--- config.mk ---
export PLATFORM = sky130hd
export DESIGN_NAME = n101_qspi_flashmap_2
export DESIGN_NICKNAME = d
export VERILOG_FILES = /design/src/rtl/n101_qspi_flashmap_2_pkg.sv /design/src/rtl/n101_qspi_flashmap_2.sv
export SDC_FILE = /design/constraint.sdc
export NUM_CORES = 1
export LEC_CHECK = 0
export CORE_MARGIN = 3
export CORE_UTILIZATION = 47
export CTS_BUF_LIST = sky130_fd_sc_hd__clkbuf_4
export DETAILED_ROUTE_END_ITERATION = 16
export GPL_TIMING_DRIVEN = 0
export PLACE_DENSITY = 0.84
export SKIP_CTS_REPAIR_TIMING = 1
export SLEW_MARGIN = 40
export SYNTH_ARGS = -nofsm -noshare
export SYNTH_HDL_FRONTEND = slang
export SYNTH_SLANG_ARGS = --single-unit
--- constraint.sdc ---
create_clock -name clock -period 2.9 [get_ports clock]
set_clock_uncertainty 0.2 [all_clocks]
set_input_delay 0.58 -clock clock [delete_from_list [all_inputs] [get_ports clock]]
set_output_delay 0.58 -clock clock [all_outputs]
set_load 0.1 [all_outputs]
--- src/rtl/n101_qspi_flashmap_2_pkg.sv ---
// ----------------------------------------------------------------------------
// n101_qspi_flashmap_2_pkg
// Shared definitions for the XIP read sequencer: FSM state encoding, link
// protocol codes, op direction codes and a helper that clamps the configured
// address length to the four bytes the link can carry.
// ----------------------------------------------------------------------------
package n101_qspi_flashmap_2_pkg;

    typedef enum logic [2:0] {
        ST_IDLE      = 3'd0,
        ST_FLUSH     = 3'd1,
        ST_CMD       = 3'd2,
        ST_ADDR      = 3'd3,
        ST_PAD       = 3'd4,
        ST_DATA_REQ  = 3'd5,
        ST_DATA_RESP = 3'd6
    } state_t;

    // Lane protocol encodings understood by the media
    localparam logic [1:0] PROTO_SINGLE = 2'd0;
    localparam logic [1:0] PROTO_DUAL   = 2'd1;
    localparam logic [1:0] PROTO_QUAD   = 2'd2;

    // Op direction seen by the media
    localparam logic IODIR_TX = 1'b1;
    localparam logic IODIR_RX = 1'b0;

    // Every command, address and data op moves one byte
    localparam logic [7:0] BYTE_BITS = 8'd8;

    // Address lengths 5..7 behave as 4
    function automatic logic [2:0] clamp_addr_len(input logic [2:0] len);
        return (len > 3'd4) ? 3'd4 : len;
    endfunction

endpackage

--- src/rtl/n101_qspi_flashmap_2.sv ---
// ----------------------------------------------------------------------------
// n101_qspi_flashmap_2
// Memory-mapped XIP read sequencer. Each accepted single-byte read request is
// turned into a sequence of link ops for the downstream QSPI media:
// optional command byte, 0..4 address bytes (MSB first), optional pad op and
// finally a receive op. When a request continues the previous one (same
// open chip select, address = last + 1) only the receive op is reissued.
//
// Ports
//   clock, reset            sole clock, synchronous active-high reset
//   io_en                   XIP enable; low = no requests, release CS
//   io_ctrl_*               live instruction format (cmd/addr/pad/data)
//   io_addr_*               request channel (valid/ready, next + held addr)
//   io_data_*               read byte channel (valid/ready, byte)
//   io_link_tx_*, io_link_cnt, io_link_fmt_*, io_link_cs_*
//                           op channel towards the media
//   io_link_rx_valid/bits   received byte pulse from the media
//   io_link_active          media currently holds CS asserted
// ----------------------------------------------------------------------------
module n101_qspi_flashmap_2
    import n101_qspi_flashmap_2_pkg::*;
#(
    parameter int ADDR_W = 32
) (
    input  logic              clock,
    input  logic              reset,
    input  logic              io_en,
    input  logic              io_ctrl_insn_cmd_en,
    input  logic [7:0]        io_ctrl_insn_cmd_code,
    input  logic [1:0]        io_ctrl_insn_cmd_proto,
    input  logic [2:0]        io_ctrl_insn_addr_len,
    input  logic [1:0]        io_ctrl_insn_addr_proto,
    input  logic [7:0]        io_ctrl_insn_pad_code,
    input  logic [3:0]        io_ctrl_insn_pad_cnt,
    input  logic [1:0]        io_ctrl_insn_data_proto,
    input  logic              io_ctrl_fmt_endian,
    input  logic              io_addr_valid,
    output logic              io_addr_ready,
    input  logic [ADDR_W-1:0] io_addr_bits_next,
    input  logic [ADDR_W-1:0] io_addr_bits_hold,
    output logic              io_data_valid,
    input  logic              io_data_ready,
    output logic [7:0]        io_data_bits,
    output logic              io_link_tx_valid,
    input  logic              io_link_tx_ready,
    output logic [7:0]        io_link_tx_bits,
    output logic [7:0]        io_link_cnt,
    output logic [1:0]        io_link_fmt_proto,
    output logic              io_link_fmt_endian,
    output logic              io_link_fmt_iodir,
    output logic              io_link_cs_set,
    output logic              io_link_cs_clear,
    output logic              io_link_cs_hold,
    input  logic              io_link_rx_valid,
    input  logic [7:0]        io_link_rx_bits,
    input  logic              io_link_active
);

    // ------------------------------------------------------------------
    // State
    // ------------------------------------------------------------------
    state_t              state_reg,      state_next;
    logic [ADDR_W-1:0]   addr_reg,       addr_next;
    logic [ADDR_W-1:0]   exp_addr_reg,   exp_addr_next;
    logic                merge_ok_reg,   merge_ok_next;
    logic [2:0]          byte_cnt_reg,   byte_cnt_next;
    logic                data_valid_reg, data_valid_next;
    logic [7:0]          data_bits_reg,  data_bits_next;
    logic                tx_valid_reg,   tx_valid_next;
    logic [7:0]          tx_bits_reg,    tx_bits_next;
    logic [7:0]          tx_cnt_reg,     tx_cnt_next;
    logic [1:0]          tx_proto_reg,   tx_proto_next;
    logic                tx_iodir_reg,   tx_iodir_next;

    logic                fire;
    logic                accept;
    logic                merge_hit;
    logic                addr_ready;
    logic                cs_clear;
    logic [ADDR_W-1:0]   hold_inc;
    logic [31:0]         addr_ext;
    logic [7:0]          addr_bytes [4];
    logic [1:0]          addr_idx;

    assign fire = tx_valid_reg & io_link_tx_ready;

    // ------------------------------------------------------------------
    // Address byte selection. The latched address is zero-extended to
    // 32 bits so that lengths beyond ADDR_W/8 emit leading zero bytes.
    // byte_cnt counts down from the length, so byte (cnt-1) is the one
    // on the wire, giving MSB-first order.
    // ------------------------------------------------------------------
    assign addr_ext = 32'(addr_reg);

    generate
        for (genvar gi = 0; gi < 4; gi++) begin : g_addr_byte
            assign addr_bytes[gi] = addr_ext[8*gi +: 8];
        end
    endgenerate

    assign addr_idx = 2'(byte_cnt_reg - 3'd1);

    // ------------------------------------------------------------------
    // Merge check: the request must continue exactly where the open
    // transaction left off, from both our and the requester's view.
    // ------------------------------------------------------------------
    assign hold_inc  = io_addr_bits_hold + ADDR_W'(1);
    assign merge_hit = merge_ok_reg & io_link_active &
                       (io_addr_bits_next == exp_addr_reg) &
                       (io_addr_bits_next == hold_inc);

    assign accept = addr_ready & io_addr_valid;

    // ------------------------------------------------------------------
    // Next-state and datapath logic
    // ------------------------------------------------------------------
    always_comb begin
        state_next      = state_reg;
        addr_next       = addr_reg;
        exp_addr_next   = exp_addr_reg;
        merge_ok_next   = merge_ok_reg;
        byte_cnt_next   = byte_cnt_reg;
        data_valid_next = data_valid_reg;
        data_bits_next  = data_bits_reg;
        tx_valid_next   = tx_valid_reg;
        tx_bits_next    = tx_bits_reg;
        tx_cnt_next     = tx_cnt_reg;
        tx_proto_next   = tx_proto_reg;
        tx_iodir_next   = tx_iodir_reg;
        addr_ready      = 1'b0;
        cs_clear        = 1'b0;

        if (data_valid_reg && io_data_ready) begin
            data_valid_next = 1'b0;
        end

        // Op states follow one pattern: while an op is offered, wait for
        // the fire and then advance; otherwise either load the next op
        // (fields stay frozen in the tx registers until it fires) or skip.
        case (state_reg)
            ST_IDLE: begin
                // Holding off until the byte is consumed guarantees the
                // receive op is never issued with a byte still pending.
                addr_ready = io_en & ~data_valid_reg;
                if (!io_en) begin
                    merge_ok_next = 1'b0;
                    cs_clear      = io_link_active;
                end
                if (accept) begin
                    addr_next = io_addr_bits_next;
                    if (merge_hit) begin
                        state_next = ST_DATA_REQ;
                    end else if (io_link_active) begin
                        state_next = ST_FLUSH;
                    end else begin
                        state_next = ST_CMD;
                    end
                end
            end

            ST_FLUSH: begin
                cs_clear = 1'b1;
                if (!io_link_active) begin
                    state_next = ST_CMD;
                end
            end

            ST_CMD: begin
                if (tx_valid_reg) begin
                    if (fire) begin
                        tx_valid_next = 1'b0;
                        byte_cnt_next = clamp_addr_len(io_ctrl_insn_addr_len);
                        state_next    = ST_ADDR;
                    end
                end else if (io_ctrl_insn_cmd_en) begin
                    tx_valid_next = 1'b1;
                    tx_bits_next  = io_ctrl_insn_cmd_code;
                    tx_cnt_next   = BYTE_BITS;
                    tx_proto_next = io_ctrl_insn_cmd_proto;
                    tx_iodir_next = IODIR_TX;
                end else begin
                    byte_cnt_next = clamp_addr_len(io_ctrl_insn_addr_len);
                    state_next    = ST_ADDR;
                end
            end

            ST_ADDR: begin
                if (tx_valid_reg) begin
                    if (fire) begin
                        tx_valid_next = 1'b0;
                        byte_cnt_next = byte_cnt_reg - 3'd1;
                    end
                end else if (byte_cnt_reg != 3'd0) begin
                    tx_valid_next = 1'b1;
                    tx_bits_next  = addr_bytes[addr_idx];
                    tx_cnt_next   = BYTE_BITS;
                    tx_proto_next = io_ctrl_insn_addr_proto;
                    tx_iodir_next = IODIR_TX;
                end else begin
                    state_next = ST_PAD;
                end
            end

            ST_PAD: begin
                if (tx_valid_reg) begin
                    if (fire) begin
                        tx_valid_next = 1'b0;
                        state_next    = ST_DATA_REQ;
                    end
                end else if (io_ctrl_insn_pad_cnt != 4'd0) begin
                    // Pad/mode bits travel on the address lanes
                    tx_valid_next = 1'b1;
                    tx_bits_next  = io_ctrl_insn_pad_code;
                    tx_cnt_next   = 8'(io_ctrl_insn_pad_cnt);
                    tx_proto_next = io_ctrl_insn_addr_proto;
                    tx_iodir_next = IODIR_TX;
                end else begin
                    state_next = ST_DATA_REQ;
                end
            end

            ST_DATA_REQ: begin
                if (tx_valid_reg) begin
                    if (fire) begin
                        tx_valid_next = 1'b0;
                        state_next    = ST_DATA_RESP;
                    end
                end else begin
                    tx_valid_next = 1'b1;
                    tx_bits_next  = 8'h00;
                    tx_cnt_next   = BYTE_BITS;
                    tx_proto_next = io_ctrl_insn_data_proto;
                    tx_iodir_next = IODIR_RX;
                end
            end

            ST_DATA_RESP: begin
                if (io_link_rx_valid) begin
                    data_bits_next  = io_link_rx_bits;
                    data_valid_next = 1'b1;
                    exp_addr_next   = addr_reg + ADDR_W'(1);
                    merge_ok_next   = 1'b1;
                    state_next      = ST_IDLE;
                end
            end

            default: begin
                state_next = ST_IDLE;
            end
        endcase
    end

    // ------------------------------------------------------------------
    // Registers
    // ------------------------------------------------------------------
    always_ff @(posedge clock) begin
        if (reset) begin
            state_reg      <= ST_IDLE;
            addr_reg       <= '0;
            exp_addr_reg   <= '0;
            merge_ok_reg   <= 1'b0;
            byte_cnt_reg   <= 3'd0;
            data_valid_reg <= 1'b0;
            data_bits_reg  <= 8'h00;
            tx_valid_reg   <= 1'b0;
            tx_bits_reg    <= 8'h00;
            tx_cnt_reg     <= 8'h00;
            tx_proto_reg   <= PROTO_SINGLE;
            tx_iodir_reg   <= IODIR_RX;
        end else begin
            state_reg      <= state_next;
            addr_reg       <= addr_next;
            exp_addr_reg   <= exp_addr_next;
            merge_ok_reg   <= merge_ok_next;
            byte_cnt_reg   <= byte_cnt_next;
            data_valid_reg <= data_valid_next;
            data_bits_reg  <= data_bits_next;
            tx_valid_reg   <= tx_valid_next;
            tx_bits_reg    <= tx_bits_next;
            tx_cnt_reg     <= tx_cnt_next;
            tx_proto_reg   <= tx_proto_next;
            tx_iodir_reg   <= tx_iodir_next;
        end
    end

    // ------------------------------------------------------------------
    // Outputs
    // ------------------------------------------------------------------
    assign io_addr_ready      = addr_ready;
    assign io_data_valid      = data_valid_reg;
    assign io_data_bits       = data_bits_reg;
    assign io_link_tx_valid   = tx_valid_reg;
    assign io_link_tx_bits    = tx_bits_reg;
    assign io_link_cnt        = tx_cnt_reg;
    assign io_link_fmt_proto  = tx_proto_reg;
    assign io_link_fmt_iodir  = tx_iodir_reg;
    assign io_link_fmt_endian = io_ctrl_fmt_endian;
    assign io_link_cs_set     = 1'b1;
    assign io_link_cs_clear   = cs_clear;
    // CS is kept open after every op so sequential reads can be merged
    assign io_link_cs_hold    = (state_reg != ST_IDLE) && (state_reg != ST_FLUSH);

endmodule

Word-level counts from Yosys, hierarchy flattened:

Index checks and enable logic that the tools add are counted.

* bits in registers: 100
* input bits: 111
* output and inout bits: 34

* $add $sub $neg: 3
* order comparisons: 2
* eq/ne operators: 29
* muxes and demuxes: 76
* bitwise gates (word level): 8
* reduce and logical (&&, ||, !) cells: 15

Operators with widths (number)
* $mux W8: 16
* $add A32 B1 Y32 const B: 2
* $eq A32 B32 Y1: 2
* $pmux W8 S4: 2
* $mux W3: 20
* $ne A2 B2 Y1 const B: 16
* $mux W1: 22
* $pmux W3 S7: 1
* $bmux W8 S2: 1
* $mux W2: 8
* $ne A3 B3 Y1 const B: 4
* $reduce_and A11 Y1: 1
* $eq A3 B3 Y1 const B: 3
* $pmux W1 S4: 2
* $pmux W2 S4: 1
* $reduce_and A8 Y1: 1
* $reduce_bool A4 Y1: 2
* $and A1 B1 Y1: 6
* $eq A3 B2 Y1 const B: 2
* $pmux W3 S2: 1
* $reduce_bool A3 Y1: 2
* $reduce_and A5 Y1: 1
* $pmux W1 S2: 2
* $reduce_and A2 Y1: 2
* other kinds (11): 13

Depth between registers and ports, before layout:

Gate-level depths: netlist (run 1).

* depth in word-level cells: 8
* gate-level depth with buffers: 10
* depth with buffers taken out: 9

Least setup slack after synthesis (run 1):

Ideal clock, no wire load.

* kind: register -> register
* start: reg state_reg[1]
* end: reg state_reg[2]
* arrival time: 3.929 ns
* path slack: -1.325 ns
* cell stages (with the launch flop): 8
* buffers on the path: 0
* period minus slack after synthesis: 4.225 ns
* path through: dfxtp_1 -> or2_2 -> nor4_2 -> nand2_1 -> a221o_1 -> nor4_1 -> nand4_1 -> o41ai_2

* longest elaborated chain between the ends: 5
* elaborated cells on any way between the ends: 22
* those cells by class: eq/ne (17); mux (2); bitwise (1); reduce/logical (2)

Ends and longest elaborated chain
* start, declared: RTL line n101_qspi_flashmap_2.sv:62 `state_t state_reg, state_next;`
* start signal, assigned: RTL line n101_qspi_flashmap_2.sv:271 `state_reg <= state_next;`
* $logic_not A3 Y1: RTL line n101_qspi_flashmap_2.sv:140 `case (state_reg)`
* $mux W1: RTL line n101_qspi_flashmap_2.sv:140
* via io_addr_ready: RTL line n101_qspi_flashmap_2.sv:38 `output logic io_addr_ready,`
* $and A1 B1 Y1: RTL line n101_qspi_flashmap_2.sv:112 `assign accept = addr_ready & io_addr_valid;`
* $ne A2 B2 Y1 (no source line)
* $reduce_and A11 Y1 (no source line)

The timed path passes the listed nets, and every way through them passes these cells.
A chain may end at the register's enable or synchronous reset.

Final worst setup path (run 1):

* start: in io_addr_bits_hold[9]
* end: reg state_reg[2]

* longest elaborated chain between the ends: 6

Ends and longest elaborated chain
* start, declared: RTL line n101_qspi_flashmap_2.sv:40 `input logic [ADDR_W-1:0] io_addr_bits_hold,`
* $add A32 B1 Y32: RTL line n101_qspi_flashmap_2.sv:107 `assign hold_inc = io_addr_bits_hold + ADDR_W'(1);`
* $eq A32 B32 Y1: RTL line n101_qspi_flashmap_2.sv:110 `(io_addr_bits_next == hold_inc);`
* $and A1 B1 Y1: RTL line n101_qspi_flashmap_2.sv:109 `(io_addr_bits_next == exp_addr_reg) &`
* $mux W3: RTL line n101_qspi_flashmap_2.sv:151 `if (merge_hit) begin`
* $mux W3: RTL line n101_qspi_flashmap_2.sv:149 `if (accept) begin`
* $pmux W3 S7: RTL line n101_qspi_flashmap_2.sv:140

No other way between the ends. The select of a mux whose other input is x is not followed.

==> flow_metrics.py, run 1 <==
metrics = {
    "placed_design": {
        "numPlacedInstances": 1105,
        "hpwl_um": 15400,
        "gp_congestion": 0.962,
        "dpl_worst_slack_ns": -0.693,
        "port_buffers": 133,
    },
    "grt": {
        "grt_pass1_wl_um": 30300,
        "grt_antenna_before_repair": 0,
        "grt_pass1_vias": 5972,
        "use_met2": 0.410,
        "grt_max_degree": 15,
        "gr-usage-met1": 0.353,
        "grt_usage": 0.263,
        "met3_usage": 0.0636,
        "top_usage_layer": "met2",
        "grt_overflow": 0,
    },
    "critical_path": {
        "crit_type": "in2reg",
        "worst_ep_arrival_time_ns": 2.94,
        "r2r_slack_ns": 0.12,
        "critPathMaxFanout": 8,
        "critPathMaxStageDelay_ns": 0.60,
        "crit_top_cell": "nand4_1",
        "critPathLaunchType": "primary input",
        "cp_cell_sequence": "clkdlybuf4s50_1 -> and3_4 -> and4_1 -> buf_2 -> nand4_1 -> xnor2_1 -> a211oi_2 -> nand4_1 -> o41ai_2",
        "crit_required_ns": 3.06,
        "cp_slowest_cell": "clkdlybuf4s50_1",
        "crit_start": "io_addr_bits_hold[9]",
        "crit_path_end_kind": "flip-flop",
        "r2r-start": "addr_ext[4]",
    },
    "finish": {
        "diodes": 0,
        "fill_cells": 1179,
        "final_layout_size_suffix_gt1_frac": 0.113,
        "seqCellArea_um2": 1930,
        "nNetsFinal": 1058,
        "instances_no_fill": 1120,
        "multi_input_area_um2": 4080,
        "synthToLayoutAreaGrowth_pct": 27.2,
    },
    "die": {
        "fp.dieH_um": 120,
        "die-area_um2": 14500,
        "die_w_um": 120,
        "num_rows": 41,
        "start_util": 0.483,
        "io-pin-count": 145,
        "core_area_um2": 12700,
    },
    "synth": {
        "yosys_warnings": 0,
        "synth.avg_cell_area_um2": 7.71,
        "synth_edf_count": 0,
        "synth-compound-area-share": 0.176,
        "synthCells": 797,
        "ys_seq_area_frac": 0.313,
        "synth_xor_area_frac": 0.140,
        "muxShareOfSynthArea": 0.0505,
        "synthAdderAreaFrac": 0.00814,
        "ys_types": 61,
        "synth_area_um2": 6150,
        "synthFlopType": "dfxtp_1",
        "synth_seq_cells": 96,
        "yosys.area_share.simple": 0.267,
        "synth_top_family_by_area": "simple AND/OR/NAND/NOR gates",
        "async_flop_share": 0,
    },
    "clock_network": {
        "clock_latency_ns": 0.47,
        "htreeDepth": 3,
        "clkTransAtPathRegs_ns": 0.14,
        "clockBufferDepth": 2,
        "cts_num_sinks": 96,
        "cts_tree": "yes",
        "root_buffer": "clkbuf_4",
        "cts_buffers": 9,
    },
    "pwr": {
        "p_sw_frac": 0.422,
        "p_leak_nw": 2.64,
        "ir_worst_vdd_mv": 0.323,
        "pwr-share-clk": 0.175,
        "power.density_nw_per_um2": 477,
        "power_frac_comb": 0.416,
        "seqPwrFrac": 0.410,
        "intPower_w": 0.00215,
        "switching_power_w": 0.00158,
    },
    "timing": {
        "worst_slew_pin_slew_ns": 0.781,
        "slew_headroom": 0.479,
        "setup_violations": 0,
        "report.final.hold_viol_count": 0,
        "fin_ws_ns": 0.113,
        "drv_slew": 0,
        "final.min_clock_period_ns": 2.79,
        "fmax_mhz": 359,
        "whs_ns": 0.233,
        "period_share": 0.961,
    },
    "route": {
        "avgRoutedWirePerCell_um": 17.6,
        "via_per_inst": 5.79,
        "vias": 6489,
        "first_iter_violations": 567,
        "drt_drc_violations_left": 0,
        "postRouteAntennaNets": 0,
        "totalWireLength_um": 19700,
        "dr.pass1.iters": 6,
    },
    "min_path": {
        "hp-start": "io_addr_bits_next[5]",
        "hold_class": "in2reg",
    },
    "status": {
        "status": "finished, final reports clean",
    },
    "flow_run": {
        "max_cap_violations": 0,
    },
}
## Yosys cell counts, types with 2 or more instances
| cell type | count | area share |
|---|---|---|
| a211oi_1 | 35 | 0.043 |
| a21oi_1 | 59 | 0.048 |
| a221oi_1 | 10 | 0.014 |
| a22oi_1 | 2 | 0.0024 |
| a311oi_1 | 5 | 0.0071 |
| a31oi_1 | 14 | 0.014 |
| a41oi_1 | 3 | 0.0043 |
| and2_1 | 5 | 0.0051 |
| and3_1 | 11 | 0.011 |
| and4_1 | 3 | 0.0043 |
| buf_1 | 2 | 0.0012 |
| buf_2 | 5 | 0.0041 |
| buf_4 | 7 | 0.0085 |
| clkbuf_1 | 38 | 0.023 |
| conb_1 | 2 | 0.0012 |
| dfxtp_1 | 96 | 0.31 |
| ha_1 | 4 | 0.0081 |
| inv_1 | 11 | 0.0067 |
| mux2i_1 | 13 | 0.021 |
| mux4_2 | 8 | 0.029 |
| nand2_1 | 136 | 0.083 |
| nand2b_1 | 9 | 0.0092 |
| nand3_1 | 35 | 0.028 |
| nand3b_1 | 2 | 0.0024 |
| nand4_1 | 22 | 0.022 |
| nor2_1 | 77 | 0.047 |
| nor2b_1 | 4 | 0.0041 |
| nor3_1 | 13 | 0.011 |
| nor3b_1 | 4 | 0.0049 |
| nor4_1 | 4 | 0.0041 |
| nor4_2 | 3 | 0.0061 |
| nor4b_1 | 2 | 0.0028 |
| o2111ai_1 | 3 | 0.0043 |
| o21ai_0 | 14 | 0.011 |
| o22ai_1 | 9 | 0.0092 |
| or3_1 | 6 | 0.0061 |
| xnor2_1 | 58 | 0.083 |
| xor2_1 | 40 | 0.057 |
## power by group through the flow
| stage | combinational [W] | clock (W) | sequential (W) |
|---|---|---|---|
| 6_report | 0.00155 | 0.000651 | 0.00153 |
| 5_1_grt | 0.00165 | 0.000708 | 0.00154 |
| 4_1_cts | 0.00149 | 0.000661 | 0.00152 |
| 3_5_place_dp | 0.00148 | 0 | 0.00155 |
| 3_3_place_gp | 0.00151 | 0 | 0.00154 |
| 2_1_floorplan | 0.000830 | 0 | 0.00174 |
## critical path: cells and delay by family
family                 cells  cell delay (ns)
AO/OA/AOI/OAI              2             0.63
XOR/XNOR                   1             0.21
buffers and inverters      2             0.79
AND/OR/NAND/NOR            4             0.74
## final timing paths
| path | endpoint | cells after the start |
|---|---|---|
| setup / recovery | state_reg[2] | 9 |
| hold / removal | addr_ext[5] | 3 |
| setup reg to reg | exp_addr_reg[25] | 5 |
| hold reg to reg | io_data_bits[4] | 2 |
## per-layer routing
| metal | share of wire | wire [µm] |
|---|---|---|
| met1 | 0.42 | 8200 |
| met2 | 0.47 | 9170 |
| met3 | 0.092 | 1810 |
| met4 | 0.026 | 503 |
| met5 | 0 | 0 |
## cells by family after synthesis
group	Yosys count
AO/OA/AOI/OAI	166
XOR/XNOR	98
adder cells (fa/ha/maj)	4
buffers and inverters	64
flip-flops	96
multiplexers	21
other	2
AND/OR/NAND/NOR	346
## cell type report
type	instances	share of cell area
multi-input cells	640	0.522
flip-flops and latches	96	0.247
repair buffers	134	0.154
plain buffers	51	0.0299
well taps	172	0.0275
clock buffers	13	0.0125
inverters	11	0.00528
clock inverters	3	0.00240
## placed cells by master (no fill, tap or decap), types with 4 or more instances in the layout
cell / instances
nand2b_1: 9
a221oi_1: 10
clkbuf_1: 30
buf_4: 8
and3_1: 9
xnor2_1: 58
or3_1: 6
clkbuf_2: 8
xor2_1: 40
dfxtp_1: 92
nand4_1: 22
mux4_2: 8
inv_1: 11
nor3b_1: 4
o21ai_0: 14
nand3_1: 35
a31oi_1: 14
mux2i_1: 13
a21oi_1: 59
clkbuf_4: 14
nand2_1: 134
a211oi_1: 32
nor3_1: 12
and2_1: 5
buf_2: 33
conb_1: 5
nor2b_1: 4
nor2_1: 75
o22ai_1: 9
a311oi_1: 5
clkdlybuf4s50_1: 101
## through the flow
step | total power [W] | area, µm² | setup TNS (ns) | utilization
4_1_cts | 0.00366 | 7700 | -4.85 | 0.605
2_1_floorplan | 0.00257 | 6180 | -0.645 | -
6_report | 0.00373 | 7820 | 0 | 0.615
3_3_place_gp | 0.00306 | 7730 | -5.21 | 0.607
3_5_place_dp | 0.00303 | 7580 | -4.82 | 0.596
5_1_grt | 0.00390 | 7820 | -0.00546 | 0.615
Note: power is estimated with default switching activity, not from simulation.
==> run 2, diff against run 1 <==
- GPL_ROUTABILITY_DRIVEN: not set -> 0
==> flow_metrics.py, run 2 (same netlist as run 1, synthesis figures left out) <==
metrics = {
    "pwr": {
        "p_leak_nw": 2.64,
        "power.density_nw_per_um2": 486,
        "ir_worst_vdd_mv": 0.293,
    },
    "placed_design": {
        "port_buffers": 133,
        "dpl_worst_slack_ns": -0.645,
        "hpwl_um": 15300,
    },
    "critical_path": {
        "worst-r2r-cell-count": 8,
        "crit_path_end_kind": "flip-flop",
        "critPathMaxFanout": 8,
        "crit_type": "in2reg",
        "critPathLaunchType": "primary input",
        "worst_ep_arrival_time_ns": 3.01,
        "crit_required_ns": 3.04,
    },
    "clock_network": {
        "cts_num_sinks": 96,
        "root_buffer": "clkbuf_4",
        "htreeDepth": 3,
        "clkTransAtPathRegs_ns": 0.14,
        "cts_buffers": 9,
        "clockBufferDepth": 2,
        "clock_latency_ns": 0.47,
        "cts_tree": "yes",
    },
    "die": {
        "start_util": 0.483,
        "core_area_um2": 12700,
        "die-area_um2": 14500,
        "num_rows": 41,
        "io-pin-count": 145,
        "die_w_um": 120,
        "fp.dieH_um": 120,
    },
    "route": {
        "dr.pass1.iters": 5,
        "first_iter_violations": 799,
        "drt_drc_violations_left": 0,
        "avgRoutedWirePerCell_um": 17.6,
        "totalWireLength_um": 19700,
        "via_per_inst": 5.86,
        "postRouteAntennaNets": 0,
        "vias": 6566,
    },
    "finish": {
        "layout_commonest_cell": "nand2_1",
        "synthToLayoutAreaGrowth_pct": 27.6,
        "fill_cells": 1164,
        "final_layout_size_suffix_gt1_frac": 0.114,
        "nNetsFinal": 1059,
        "diodes": 0,
        "final_cell_mix": "nand2_1 (134), clkdlybuf4s50_1 (101), dfxtp_1 (92)",
    },
    "flow_run": {
        "max_cap_violations": 0,
    },
    "timing": {
        "setup_violations": 0,
        "final.min_clock_period_ns": 2.88,
        "fmax_mhz": 348,
        "fin_ws_ns": 0.0224,
        "report.final.hold_viol_count": 0,
        "period_share": 0.992,
        "final.setup.tns_ns": 0,
        "drv_slew": 0,
        "slew_headroom": 0.510,
        "worst_slew_pin_slew_ns": 0.734,
    },
    "grt": {
        "grt_overflow": 0,
        "grt_max_degree": 16,
        "grt_antenna_before_repair": 0,
        "grt_usage": 0.263,
        "grt_pass1_wl_um": 30300,
        "grt_pass1_vias": 5913,
    },
    "min_path": {
        "min_path_cells": 3,
        "hold_class": "in2reg",
    },
    "status": {
        "status": "finished, final reports clean",
    },
}
## run 2: cell types whose count changed in the layout (fill, tap and decap cells not counted), sizes merged
| cell | before | now |
|---|---|---|
| buf | 42 | 43 |
| bufinv | 0 | 1 |
| clkbuf | 52 | 49 |
| clkinv | 1 | 4 |
| clkinvlp | 2 | 1 |
## run 2: stage by stage
stage / power, W / utilization / hold slack [ns] / area [µm²] / cells
floorplan: 0.00257 / - / 0.246 / 6180 / 800
global placement: 0.00305 / 0.607 / 0.241 / 7730 / 1105
detailed placement: 0.00302 / 0.596 / 0.245 / 7580 / 1105
CTS: 0.00374 / 0.607 / 0.226 / 7720 / 1121
global route: 0.00398 / 0.616 / 0.240 / 7840 / 1121
finish: 0.00381 / 0.616 / 0.255 / 7840 / 1121
## run 2: worst max-delay path, stage by stage
cell and delay (ns):
clkdlybuf4s50_1 0.45, and3_1 0.20, clkbuf_2 0.15, and4_1 0.21, buf_2 0.17, nor4b_1 0.30, a31oi_1 0.07, a22oi_1 0.32
o2111ai_2 0.21, o41ai_2 0.34
## run 2: worst paths after layout
path | startpoint | slack, ns | to
setup / recovery | io_addr_bits_hold[1] | 0.02 | state_reg[2]
hold / removal | io_addr_bits_next[5] | 0.26 | addr_ext[5]
setup reg to reg | addr_ext[0] | 0.17 | exp_addr_reg[30]
hold reg to reg | io_data_bits[4] | 0.26 | io_data_bits[4]
## run 2: where the power goes
group	leakage (nW)	internal (W)	switching [W]
clock	0.0738	0.000269	0.000466
combinational	1.79	0.000530	0.00103
sequential	0.779	0.00141	0.000110
total	2.64	0.00221	0.00160
## run 2: layout make-up
class                   count  area, µm²  share of cell area
clock inverters             6       60.1             0.00766
well taps                 172        215              0.0274
multi-input cells         640       4080               0.520
plain buffers              51        234              0.0298
flip-flops and latches     96       1930               0.246
repair buffers            135       1210               0.154
inverters                  11       41.3             0.00526
clock buffers              10       75.1             0.00957
## run 2: routing by layer
metal	up-vias	GRT usage	part of all wire
met5	-	0	0
met2	342	0.430	0.48
met3	42	0.0458	0.10
li1	3119	-	-
met1	3063	0.362	0.40
met4	0	0.0680	0.022
==> run 3, diff against run 2 <==
- SKIP_CTS_REPAIR_TIMING: 1 -> not set
==> flow_metrics.py, run 3 (same netlist as run 1, synthesis figures left out) <==
metrics = {
    "status": {
        "status": "finished, final reports clean",
    },
    "die": {
        "io-pin-count": 145,
        "start_util": 0.483,
        "die_w_um": 120,
        "core_area_um2": 12700,
        "die-area_um2": 14500,
        "fp.dieH_um": 120,
        "num_rows": 41,
    },
    "critical_path": {
        "critPathMaxStageDelay_ns": 0.58,
        "crit_type": "in2reg",
        "critPathLaunchType": "primary input",
        "crit_required_ns": 3.04,
        "crit_path_end_kind": "flip-flop",
        "critPathMaxFanout": 8,
        "cp_slowest_cell": "clkdlybuf4s50_1",
        "worst_ep_arrival_time_ns": 3.02,
        "cp_cell_sequence": "clkdlybuf4s50_1 -> and4_4 -> and4_1 -> buf_2 -> nand4_1 -> xnor2_1 -> a211oi_1 -> o2111ai_2 -> o41ai_2",
    },
    "finish": {
        "nNetsFinal": 1057,
        "diodes": 0,
        "synthToLayoutAreaGrowth_pct": 27.7,
        "final_cell_mix": "nand2_1 (134), clkdlybuf4s50_1 (97), dfxtp_1 (92)",
        "fill_cells": 1161,
        "final_layout_size_suffix_gt1_frac": 0.115,
        "layout_commonest_cell": "nand2_1",
        "instances_no_fill": 1119,
    },
    "timing": {
        "final.min_clock_period_ns": 2.88,
        "drv_slew": 0,
        "worst_slew_pin_slew_ns": 0.698,
        "final.setup.tns_ns": 0,
        "period_share": 0.992,
        "setup_violations": 0,
        "slew_headroom": 0.535,
        "fmax_mhz": 348,
        "report.final.hold_viol_count": 0,
        "whs_ns": 0.247,
    },
    "route": {
        "dr.pass1.iters": 5,
        "vias": 6609,
        "drt_drc_violations_left": 0,
        "totalWireLength_um": 19800,
        "postRouteAntennaNets": 0,
        "wl_met3_um": 1860,
        "highest-signal-layer": "met4",
        "avgRoutedWirePerCell_um": 17.7,
        "wl_met2_um": 9400,
        "via_per_inst": 5.91,
        "first_iter_violations": 691,
        "drt-met1-wl_um": 8080,
    },
    "placed_design": {
        "numPlacedInstances": 1105,
        "port_buffers": 133,
        "hpwl_um": 15300,
    },
    "pwr": {
        "p_sw_frac": 0.421,
        "power_frac_comb": 0.406,
        "p_leak_nw": 2.68,
        "power.density_nw_per_um2": 485,
        "pwr-share-clk": 0.193,
        "seqPwrFrac": 0.401,
        "intPower_w": 0.00220,
        "switching_power_w": 0.00160,
        "ir_worst_vdd_mv": 0.292,
    },
    "clock_network": {
        "cts_hold_buf": 0,
        "clkTransAtPathRegs_ns": 0.14,
        "cts_num_sinks": 96,
        "clockBufferDepth": 2,
        "root_buffer": "clkbuf_4",
        "cts_tree": "yes",
        "htreeDepth": 3,
        "cts_buffers": 9,
        "clock_latency_ns": 0.46,
        "cts_setup_buffers": 0,
    },
    "flow_run": {
        "max_cap_violations": 0,
    },
    "grt": {
        "grt_overflow": 0,
        "grt_pass1_wl_um": 30400,
        "grt_pass1_vias": 5919,
        "grt_max_degree": 16,
        "grt_antenna_before_repair": 0,
        "grt_usage": 0.264,
    },
    "min_path": {
        "hold_class": "in2reg",
    },
}
==> run 3: cell types whose count changed in the layout (fill, tap and decap cells not counted), moves of 2 or more <==
cell and change:
clkdlybuf4s50_1 -4, dlymetal6s2s_1 +4, buf_2 +2, clkbuf_2 -2
==> run 3: what timing repair did <==
item	in CTS	in global routing
cloned	0	0
pin swaps	1	6
endpoints found under the setup margin	12	4
gates resized for setup	10	30
==> run 3: power by group through the flow <==
stage / clock network (W) / registers [W] / logic (W)
floorplan: 0 / 0.00174 / 0.000830
global placement: 0 / 0.00154 / 0.00151
detailed placement: 0 / 0.00154 / 0.00148
CTS: 0.000742 / 0.00152 / 0.00150
global route: 0.000790 / 0.00154 / 0.00165
finish: 0.000736 / 0.00153 / 0.00155
==> run 3: path summary, 6_finish.rpt <==
kind	cells past startpoint	end	slack (ns)	from
min	3	addr_ext[5]	0.25	io_addr_bits_next[5]
min reg2reg	2	io_data_bits[4]	0.26	io_data_bits[4]
max reg2reg	8	exp_addr_reg[30]	0.20	addr_ext[0]
max	9	state_reg[2]	0.02	io_addr_bits_hold[4]
==> run 3: layer usage <==
metal | vias to the layer above | track usage
met3 | 43 | 0.0491
li1 | 3114 | -
met4 | 0 | 0.0680
met5 | - | 0
met1 | 3097 | 0.362
met2 | 355 | 0.430
==> run 3: worst max-delay path: cells and delay by family <==
| family | cells | cell delay [ns] |
|---|---|---|
| AO/OA/AOI/OAI | 3 | 0.88 |
| AND/OR/NAND/NOR | 3 | 0.60 |
| XOR/XNOR | 1 | 0.16 |
| buffers and inverters | 2 | 0.80 |
==> run 3: area by class of cell <==
class / count / area (µm²) / share of cell area
tap: 172 / 215 / 0.0274
inverter: 11 / 41.3 / 0.00526
timing repair buffer: 133 / 1210 / 0.154
multi-input combinational: 640 / 4090 / 0.521
sequential: 96 / 1930 / 0.245
clock buffer: 10 / 75.1 / 0.00956
buffer: 51 / 234 / 0.0298
clock inverter: 6 / 60.1 / 0.00765
==> run 3: metrics by stage <==
| stage | instance area [µm²] | utilization | worst slack (ns) | total power, W |
|---|---|---|---|---|
| global route | 7850 | 0.617 | -0.134 | 0.00397 |
| detailed placement | 7580 | 0.596 | -0.645 | 0.00302 |
| global placement | 7730 | 0.607 | -0.646 | 0.00305 |
| floorplan | 6180 | - | -0.270 | 0.00257 |
| CTS | 7750 | 0.609 | 0.00654 | 0.00376 |
| finish | 7850 | 0.617 | 0.0245 | 0.00381 |
